### config.mk
export PLATFORM = sky130hd
export DESIGN_NAME = sw_led_debounce
export DESIGN_NICKNAME = d
export VERILOG_FILES = /design/src/rtl/sw_led_debounce.sv
export SDC_FILE = /design/constraint.sdc
export NUM_CORES = 1
export LEC_CHECK = 0
export ABC_CLOCK_PERIOD_IN_PS = 4190
export CAP_MARGIN = 20
export CORE_ASPECT_RATIO = 1.5
export CORE_UTILIZATION = 50
export DETAILED_ROUTE_END_ITERATION = 8
export GPL_ROUTABILITY_DRIVEN = 0
export GPL_TIMING_DRIVEN = 0
export PLACE_DENSITY = 0.73
export SLEW_MARGIN = 20
export SYNTH_ARGS = -nofsm -noshare
export SYNTH_HDL_FRONTEND = slang
export SYNTH_SLANG_ARGS = --single-unit
### constraint.sdc
create_clock -name clk -period 4.19 [get_ports clk]
set_input_delay 0.419 -clock clk [delete_from_list [all_inputs] [get_ports clk]]
set_output_delay 0.419 -clock clk [all_outputs]
set_load 0.02 [all_outputs]
### src/rtl/sw_led_debounce.sv
// -----------------------------------------------------------------------------
// sw_led_debounce
//
// Purpose:
//   Synchronizes and debounces WIDTH independent switch inputs and drives one
//   LED per channel. Each channel passes its switch through a two-flop
//   synchronizer. A new level is accepted only after DEBOUNCE_CYCLES
//   consecutive synchronized samples that differ from the current debounced
//   level. Every accepted level change raises a one-cycle event pulse.
//
//   A set switch level that is then held reaches the debounced level
//   DEBOUNCE_CYCLES+1 edges after the first edge that samples it.
//
// Configuration:
//   SW_LED_TOGGLE_EN  - when defined, builds the toggle display. With mode=1,
//                       each rising debounced edge flips a per-channel toggle
//                       bit and the LED shows that bit. When undefined, mode
//                       is ignored and the LED always shows the debounced level.
//
// Parameters:
//   WIDTH            - number of switch/LED channels (>=1)
//   DEBOUNCE_CYCLES  - consecutive differing samples needed to accept (>=1)
//
// Ports:
//   clk   in   1      system clock, rising edge
//   rst   in   1      asynchronous active-high reset
//   sw    in   WIDTH  raw asynchronous switch levels
//   mode  in   1      0 = direct display, 1 = toggle display
//   led   out  WIDTH  registered LED drive
//   evt   out  WIDTH  registered one-cycle pulse on accepted level change
// -----------------------------------------------------------------------------
module sw_led_debounce #(
    parameter int WIDTH           = 16,
    parameter int DEBOUNCE_CYCLES = 4
) (
    input  logic             clk,
    input  logic             rst,
    input  logic [WIDTH-1:0] sw,
    input  logic             mode,
    output logic [WIDTH-1:0] led,
    output logic [WIDTH-1:0] evt
);

    localparam int            CW       = $clog2(DEBOUNCE_CYCLES) + 1;
    localparam logic [CW-1:0] CNT_LAST = CW'(DEBOUNCE_CYCLES - 1);

    logic [WIDTH-1:0] s1;
    logic [WIDTH-1:0] s2;
    logic [WIDTH-1:0] stable;
    logic [WIDTH-1:0] stable_nxt;
    logic [WIDTH-1:0] led_nxt;
    logic [CW-1:0]    cnt     [WIDTH];
    logic [CW-1:0]    cnt_nxt [WIDTH];

    // NOTE: every flop below uses non-blocking assignments so all registers
    // sample the pre-edge values, which is what makes s1 -> s2 a real
    // two-stage synchronizer rather than a single wire.
    always_ff @(posedge clk or posedge rst) begin
        if (rst) begin
            s1 <= '0;
            s2 <= '0;
        end else begin
            s1 <= sw;
            s2 <= s1;
        end
    end

    // Per-channel debounce. The counter tracks how many consecutive samples
    // have disagreed with the debounced level; it accepts on the last one and
    // clears, so it can never wrap.
    always_comb begin
        for (int i = 0; i < WIDTH; i++) begin
            stable_nxt[i] = stable[i];
            cnt_nxt[i]    = '0;
            if (s2[i] != stable[i]) begin
                if (cnt[i] == CNT_LAST) begin
                    stable_nxt[i] = s2[i];
                end else begin
                    cnt_nxt[i] = cnt[i] + 1'b1;
                end
            end
        end
    end

    // NOTE: the counter array is reset explicitly, element by element; it is
    // a bank of flops, not a RAM, and a partial count must not survive reset.
    always_ff @(posedge clk or posedge rst) begin
        if (rst) begin
            for (int i = 0; i < WIDTH; i++) begin
                cnt[i] <= '0;
            end
        end else begin
            for (int i = 0; i < WIDTH; i++) begin
                cnt[i] <= cnt_nxt[i];
            end
        end
    end

`ifdef SW_LED_TOGGLE_EN
    logic [WIDTH-1:0] tog;
    logic [WIDTH-1:0] tog_nxt;
    logic [WIDTH-1:0] rise;

    // Toggle bits only advance while toggle display is selected, and only on
    // a 0->1 debounced transition; they hold their value across mode changes.
    always_comb begin
        rise    = stable_nxt & ~stable;
        tog_nxt = mode ? (tog ^ rise) : tog;
        led_nxt = mode ? tog_nxt : stable_nxt;
    end

    always_ff @(posedge clk or posedge rst) begin
        if (rst) begin
            tog <= '0;
        end else begin
            tog <= tog_nxt;
        end
    end
`else
    // Display is fixed to the debounced level; mode is accepted but unused.
    logic unused_mode;
    assign unused_mode = mode;

    always_comb begin
        led_nxt = stable_nxt;
    end
`endif

    // led and evt are computed from the next debounced value so they change
    // on the same edge as stable.
    always_ff @(posedge clk or posedge rst) begin
        if (rst) begin
            stable <= '0;
            led    <= '0;
            evt    <= '0;
        end else begin
            stable <= stable_nxt;
            led    <= led_nxt;
            evt    <= stable_nxt ^ stable;
        end
    end

endmodule

Word level (Yosys, flattened, before mapping)
Cells that the tools add are included.
Storage, ports and cells
  register bits after elaboration: 112
  bits of input ports: 19
  output and inout port bits: 32
  word-level logic and storage cells: 133
Cells by class
  $add $sub $neg: 16
  eq/ne operators: 32
  muxes and demuxes: 64
  bitwise gates (word level): 1
Operators by type and width (number)
  3-bit 2-to-1 mux: 32
  3-bit by 1-bit adder with 3-bit output, second input constant: 16
  3-bit by 2-bit equality test with 1-bit output, second input constant: 16
  1-bit 2-to-1 mux: 32
  1-bit != test: 16
  16-bit bitwise XOR: 1

Longest topological paths before layout
Gate-level depths: netlist (run 1).
  depth after elaboration: 4
  gate-level depth with buffers: 3
  mapped depth without buffers: 3

Worst setup path before layout (run 1)
OpenSTA, ideal clock, no wires.
  path type: register to register
  start: register cnt[3] (netlist name)
  end: register stable[14]
  library setup time: 0.128 ns
  data arrival time: 1.014 ns
  data required time: 4.062 ns
  setup slack: 3.048 ns
  stages on the path, launching flop included: 4
  path buffers: 0
  clock period less this slack: 1.142 ns
  path through: dfrtp_1 > ha_1 > nor2b_4 > mux2_1
Between the ends
  cells in the longest elaborated chain, start to end: 3
RTL lines
  start, declared: RTL line 52  | logic [CW-1:0] cnt [WIDTH];
  start signal, assigned by index: RTL line 94  | cnt[i] <= cnt_nxt[i];
  3-bit by 2-bit equality test with 1-bit output: RTL line 76  | if (cnt[i] == CNT_LAST) begin
  1-bit 2-to-1 mux: RTL line 76
  1-bit 2-to-1 mux: RTL line 75  | if (s2[i] != stable[i]) begin
  named net led_nxt[14]: RTL line 51  | logic [WIDTH-1:0] led_nxt;
  end signal, assigned: RTL line 137  | stable <= stable_nxt;
  end, declared: RTL line 49  | logic [WIDTH-1:0] stable;
The timed path passes the listed nets, and every way through them passes these cells.

==> flow_metrics.py, run 1 <==
metrics = {
    "critical_path": {
        "crit_type": "reg -> out",
        "cp.buffers_inverters": 1,
        "end_kind": "output pin",
        "crit_fanout": 3,
        "start_kind": "flip-flop",
        "critPathMaxStageDelay_ns": 0.63,
        "crit_chain": "clkdlybuf4s50_1",
        "path_delay_family": "buffers and inverters",
        "required_ns": 3.77,
        "cp.arrival_ns": 1.36,
        "slowest_stage": "clkdlybuf4s50_1",
    },
    "detailed_routing": {
        "drc": 0,
        "via_per_inst": 4.86,
        "routed-via-count": 2002,
        "wl_um": 5280,
        "drt-pass1-iter-count": 4,
        "wl_per_cell_um": 12.8,
        "ant_nets": 0,
        "drt_iter0_markers": 88,
    },
    "power": {
        "power_density_nw_per_um2": 641,
        "finalPower_mw": 3.19,
        "ir_drop_uv": 409,
        "leakage_nw": 2.25,
    },
    "timing": {
        "skew_ns": 0.00586,
        "finalCriticalPeriod_ns": 1.78,
        "relSlewSlack": 0.739,
        "clock.fmax_mhz": 561,
        "finalSetupTns_ns": 0,
        "grt_setup_unrepaired": "false",
        "slew_viol_final": 0,
        "min_period_over_period": 0.426,
        "tightest_slew_ns": 0.391,
        "whs_ns": 0.347,
        "setup_violations": 0,
        "timing.final.ws_setup_ns": 2.41,
        "finalHoldViolCount": 0,
    },
    "finish": {
        "drive_above_1_share": 0.165,
        "final_core_util": 0.647,
        "final_area_um2": 4990,
        "instances_no_fill": 412,
        "fin_nets": 340,
        "diodes": 0,
        "nFillCells": 592,
        "syn2layout_area_growth_pct": 23.6,
    },
    "synth": {
        "synth_cells": 244,
        "synthTopCellsByArea": "dfrtp_1 69%, ha_1 5.0%, nor3b_1 4.7%, nor2b_4 3.4%, xnor2_1 3.0%",
        "synth-async-reset-ratio": 1.00,
        "synthTopCellsByCount": "112 x dfrtp_1, 25 x nor3b_1, 16 x ha_1, 16 x nor2b_1, 14 x xnor2_1",
        "syn-num-nets": 279,
        "synth_seq_cells": 112,
        "synth_top_area_cell": "dfrtp_1",
        "seq_area_frac_synth": 0.695,
        "synth.avg_cell_area_um2": 16.5,
        "synth_ff_type": "dfrtp_1",
        "synthesis.area_um2": 4040,
        "yosys_warnings": 0,
        "yosysMostFrequentCell": "dfrtp_1",
        "synth_cell_type_count": 17,
        "synth_top_area_share": 0.695,
        "synth_edf_count": 0,
    },
    "clock_tree": {
        "cts_root_buf": "clkbuf_16",
        "cts.clk_slew.worst_paths_ns": 0.07,
        "postCtsSetupBuffers": 0,
        "h-tree-depth": 3,
        "tritoncts": "done",
        "clock-sinks": 112,
        "cts_resized": 0,
        "ctsHoldBuffers": 0,
        "clock_latency_ns": 0.33,
        "cts_buffers": 9,
        "clock_path_buffers": 2,
    },
    "place": {
        "post_dp_cell_area_um2": 4690,
        "io_buffers": 49,
        "dp_slack_ns": 2.70,
        "dp.cells": 396,
        "hpwl_um": 3540,
    },
    "grt": {
        "grt_pass1_wl_um": 9450,
        "grt_antenna_before_repair": 0,
        "grt_usage": 0.151,
        "grt_overflow": 0,
        "grt_max_degree": 84,
        "grt_pass1_vias": 2153,
    },
    "floorplan": {
        "start_util": 0.523,
        "die_h_um": 112,
        "die_area_um2": 8440,
        "rows": 39,
        "coreArea_um2": 7710,
        "die_w_um": 75.4,
        "ios": 51,
    },
    "flow_run": {
        "drv_cap": 0,
    },
    "run_status": {
        "status": "finished clean",
    },
    "hold_path": {
        "hp-class": "reg -> reg",
    },
}
[cell usage in the layout, fill, tap and decap left out]
master           instances
xnor2_2                  2
mux2_4                   3
mux2_1                   5
and3b_1                  3
clkbuf_8                 2
nand2b_4                 6
dfrtp_1                112
nor3b_2                  4
ha_1                    16
nor3b_1                 25
xnor2_1                 14
nor3_2                   2
inv_6                    1
mux2_2                   8
clkdlybuf4s50_1         49
nor2_1                   6
nor2b_1                 16
bufinv_16                1
buf_16                   1
clkbuf_16                9
nor2b_4                 10
clkinv_2                 2
nor3_1                  11
clkbuf_1                 2
[cell families (layout without fill, tap and decap cells)]
family / count (synthesis) / count (layout) / synth area share
DFF: 112 / 112 / 0.695
and+or+nand+nor: 83 / 83 / 0.169
adders and majority gates: 16 / 16 / 0.0496
xor gates and xnor gates: 16 / 16 / 0.0384
muxes: 16 / 16 / 0.0474
buffers and inverters: 1 / 67 / 0.000929
[final timing paths]
check | end | slack [ns] | cells after the start | start
max in group asynchronous | s2[7] | 3.10 | 3 | rst
setup / recovery | led[14] | 2.41 | 1 | stable[14]
hold / removal | s2[0] | 0.35 | 0 | s1[0]
min in group asynchronous | s1[8] | 0.43 | 2 | rst
setup reg to reg | stable[14] | 2.95 | 3 | cnt[3]
hold reg to reg | s2[0] | 0.35 | 0 | s1[0]
[report_power, final]
part           switching, mW  total [mW]  internal (mW)  leakage, nW
clock                  0.347       0.842          0.495        0.150
combinational          0.411       0.890          0.479        0.679
sequential             0.145        1.46           1.32         1.42
[layout make-up]
type | instances | area [µm²] | share of cell area
timing repair buffer | 50 | 518 | 0.104
clock inverter | 3 | 40.0 | 0.00803
inverter | 1 | 8.76 | 0.00176
clock buffer | 13 | 260 | 0.0522
tap | 102 | 128 | 0.0256
multi-input combinational | 131 | 1230 | 0.246
sequential | 112 | 2800 | 0.562
[flip-flops by register name (all words and copies together) (netlist names)]
register	count
cnt	48
evt	16
s1	16
s2	16
stable	16
[layer usage]
| metal | track usage | vias to the layer above | wire length (µm) |
|---|---|---|---|
| met1 | 0.169 | 1020 | 2140 |
| met4 | 0.0815 | 0 | 113 |
| li1 | - | 943 | - |
| met5 | 0 | - | 0 |
| met3 | 0.0386 | 6 | 179 |
| met2 | 0.254 | 33 | 2860 |
No activity file was read; power rests on OpenSTA's default activity.
==> run 2, diff against run 1 <==
--- a/config.mk
+++ b/config.mk
@@ -5,14 +5,14 @@
 export SDC_FILE = /design/constraint.sdc
 export NUM_CORES = 1
 export LEC_CHECK = 0
-export ABC_CLOCK_PERIOD_IN_PS = 4190
+export ABC_CLOCK_PERIOD_IN_PS = 1500
 export CAP_MARGIN = 20
 export CORE_ASPECT_RATIO = 1.5
-export CORE_UTILIZATION = 50
+export CORE_UTILIZATION = 49
 export DETAILED_ROUTE_END_ITERATION = 8
 export GPL_ROUTABILITY_DRIVEN = 0
 export GPL_TIMING_DRIVEN = 0
-export PLACE_DENSITY = 0.73
+export PLACE_DENSITY = 0.75
 export SLEW_MARGIN = 20
 export SYNTH_ARGS = -nofsm -noshare
 export SYNTH_HDL_FRONTEND = slang
==> constraint.sdc (replaced) <==
create_clock -name clk -period 1.5 [get_ports clk]
set_input_delay 0.15 -clock clk [delete_from_list [all_inputs] [get_ports clk]]
set_output_delay 0.15 -clock clk [all_outputs]
set_load 0.02 [all_outputs]
==> flow_metrics.py, run 2 (synthesis gave the netlist of run 1 again) <==
metrics = {
    "grt": {
        "grt_pass1_wl_um": 9510,
        "grt_max_degree": 37,
        "grt_pass1_vias": 2148,
        "grt_overflow": 0,
        "grt_usage": 0.144,
        "grt_antenna_before_repair": 0,
    },
    "detailed_routing": {
        "ant_nets": 0,
        "wl_um": 5310,
        "drt-pass1-iter-count": 4,
        "via_per_inst": 4.84,
        "drc": 0,
        "drt_iter0_markers": 56,
        "wl_per_cell_um": 12.7,
        "routed-via-count": 2017,
    },
    "power": {
        "leakage_nw": 2.34,
        "p_sw_frac": 0.276,
        "p_int_mw": 6.73,
        "clkPwrFrac": 0.305,
        "power_density_nw_per_um2": 1830,
        "netSwitchingPower_mw": 2.57,
        "p_comb_frac": 0.257,
        "ir_drop_uv": 1030,
        "pwr-share-seq": 0.438,
        "finalPower_mw": 9.30,
    },
    "floorplan": {
        "ios": 51,
        "coreArea_um2": 8010,
        "die_h_um": 113,
        "die_area_um2": 8610,
        "start_util": 0.504,
        "rows": 40,
        "die_w_um": 76.1,
    },
    "critical_path": {
        "slowest_stage": "clkdlybuf4s50_1",
        "end_kind": "output pin",
        "path_delay_family": "buffers and inverters",
        "crit_fanout": 1,
        "rr_endpoint": "stable[14]",
        "cp.buffers_inverters": 1,
        "cp.arrival_ns": 1.28,
        "required_ns": 1.35,
        "start_kind": "flip-flop",
        "r2r_slack_ns": 0.28,
        "critPathLaunch": "evt[10]",
        "r2r_cells": 3,
        "r2r-start": "cnt[3]",
        "crit_type": "reg -> out",
        "crit_chain": "clkdlybuf4s50_1",
        "critPathMaxStageDelay_ns": 0.62,
    },
    "place": {
        "io_buffers": 49,
        "hpwl_um": 3690,
        "dp_slack_ns": 0.184,
        "dp.cells": 401,
    },
    "finish": {
        "instances_no_fill": 417,
        "final_cell_mix": "112 x dfrtp_1, 33 x clkdlybuf4s50_1, 25 x nor3b_1",
        "largest-register": "cnt",
        "fin_nets": 342,
        "final_core_util": 0.634,
        "syn2layout_area_growth_pct": 25.8,
        "diodes": 0,
        "final_common_cell": "dfrtp_1",
        "drive_above_1_share": 0.176,
        "largest_reg_flops": 48,
    },
    "clock_tree": {
        "cts_root_buf": "clkbuf_16",
        "clock-sinks": 112,
        "cts_buffers": 9,
        "tritoncts": "done",
        "clock_latency_ns": 0.34,
        "clock_path_buffers": 2,
        "h-tree-depth": 3,
        "cts.clk_slew.worst_paths_ns": 0.07,
    },
    "timing": {
        "tightest_slew_ns": 0.428,
        "finalSetupTns_ns": 0,
        "finalCriticalPeriod_ns": 1.43,
        "relSlewSlack": 0.714,
        "grt_setup_unrepaired": "false",
        "clock.fmax_mhz": 699,
        "min_period_over_period": 0.954,
        "setup_violations": 0,
        "timing.final.ws_setup_ns": 0.0689,
        "slew_viol_final": 0,
        "skew_ns": 0.00453,
        "finalHoldViolCount": 0,
    },
    "run_status": {
        "status": "finished clean",
    },
    "flow_run": {
        "drv_cap": 0,
    },
    "hold_path": {
        "hp-class": "in -> async",
    },
}
==> run 2: repair_timing <==
item / 4_1_cts / 5_1_grt
gates cloned: 0 / 0
buffers inserted: 0 / 0
resized for setup: 14 / 2
setup endpoints to repair: 14 / 2
hold buffers: 0 / 0
==> run 2: cell type report <==
| class | count | area (µm²) |
|---|---|---|
| sequential | 112 | 2800 |
| inverter | 1 | 7.51 |
| timing repair buffer | 52 | 538 |
| fill | 621 | 2930 |
| tap | 105 | 131 |
| clock buffer | 10 | 239 |
| multi-input combinational | 131 | 1230 |
| clock inverter | 6 | 130 |
==> run 2: layer usage <==
layer  share of wire  global-route usage
met1            0.41               0.170
met2            0.53               0.238
met3           0.029              0.0323
met4           0.027              0.0923
met5               0                   0
==> run 2: worst max-delay path by stage <==
stage	to	slack [ns]	cells past startpoint
detailed placement	cnt[6]	0.18	4
global placement	evt[13]	-0.97	2
global route	evt[8]	0.03	1
CTS	led[13]	0.000009	1
floorplan	cnt[0]	-0.007	1
finish	evt[10]	0.07	1
==> run 2: power by group through the flow <==
| stage | Combinational [mW] | Clock [mW] | Sequential [mW] |
|---|---|---|---|
| floorplan | 1.35 | 0 | 4.41 |
| global placement | 2.44 | 0 | 4.11 |
| detailed placement | 2.55 | 0 | 4.15 |
| CTS | 2.44 | 2.92 | 4.09 |
| global route | 2.63 | 3.04 | 4.16 |
| finish | 2.39 | 2.83 | 4.08 |
==> run 2: per-stage QoR <==
step	hold WS (ns)	cell area [µm²]
final	0.162	5080
after global routing	0.206	5080
after detailed placement	0.336	4720
after floorplan	0.181	4040
after CTS	0.170	5070
after global placement	0.332	4660
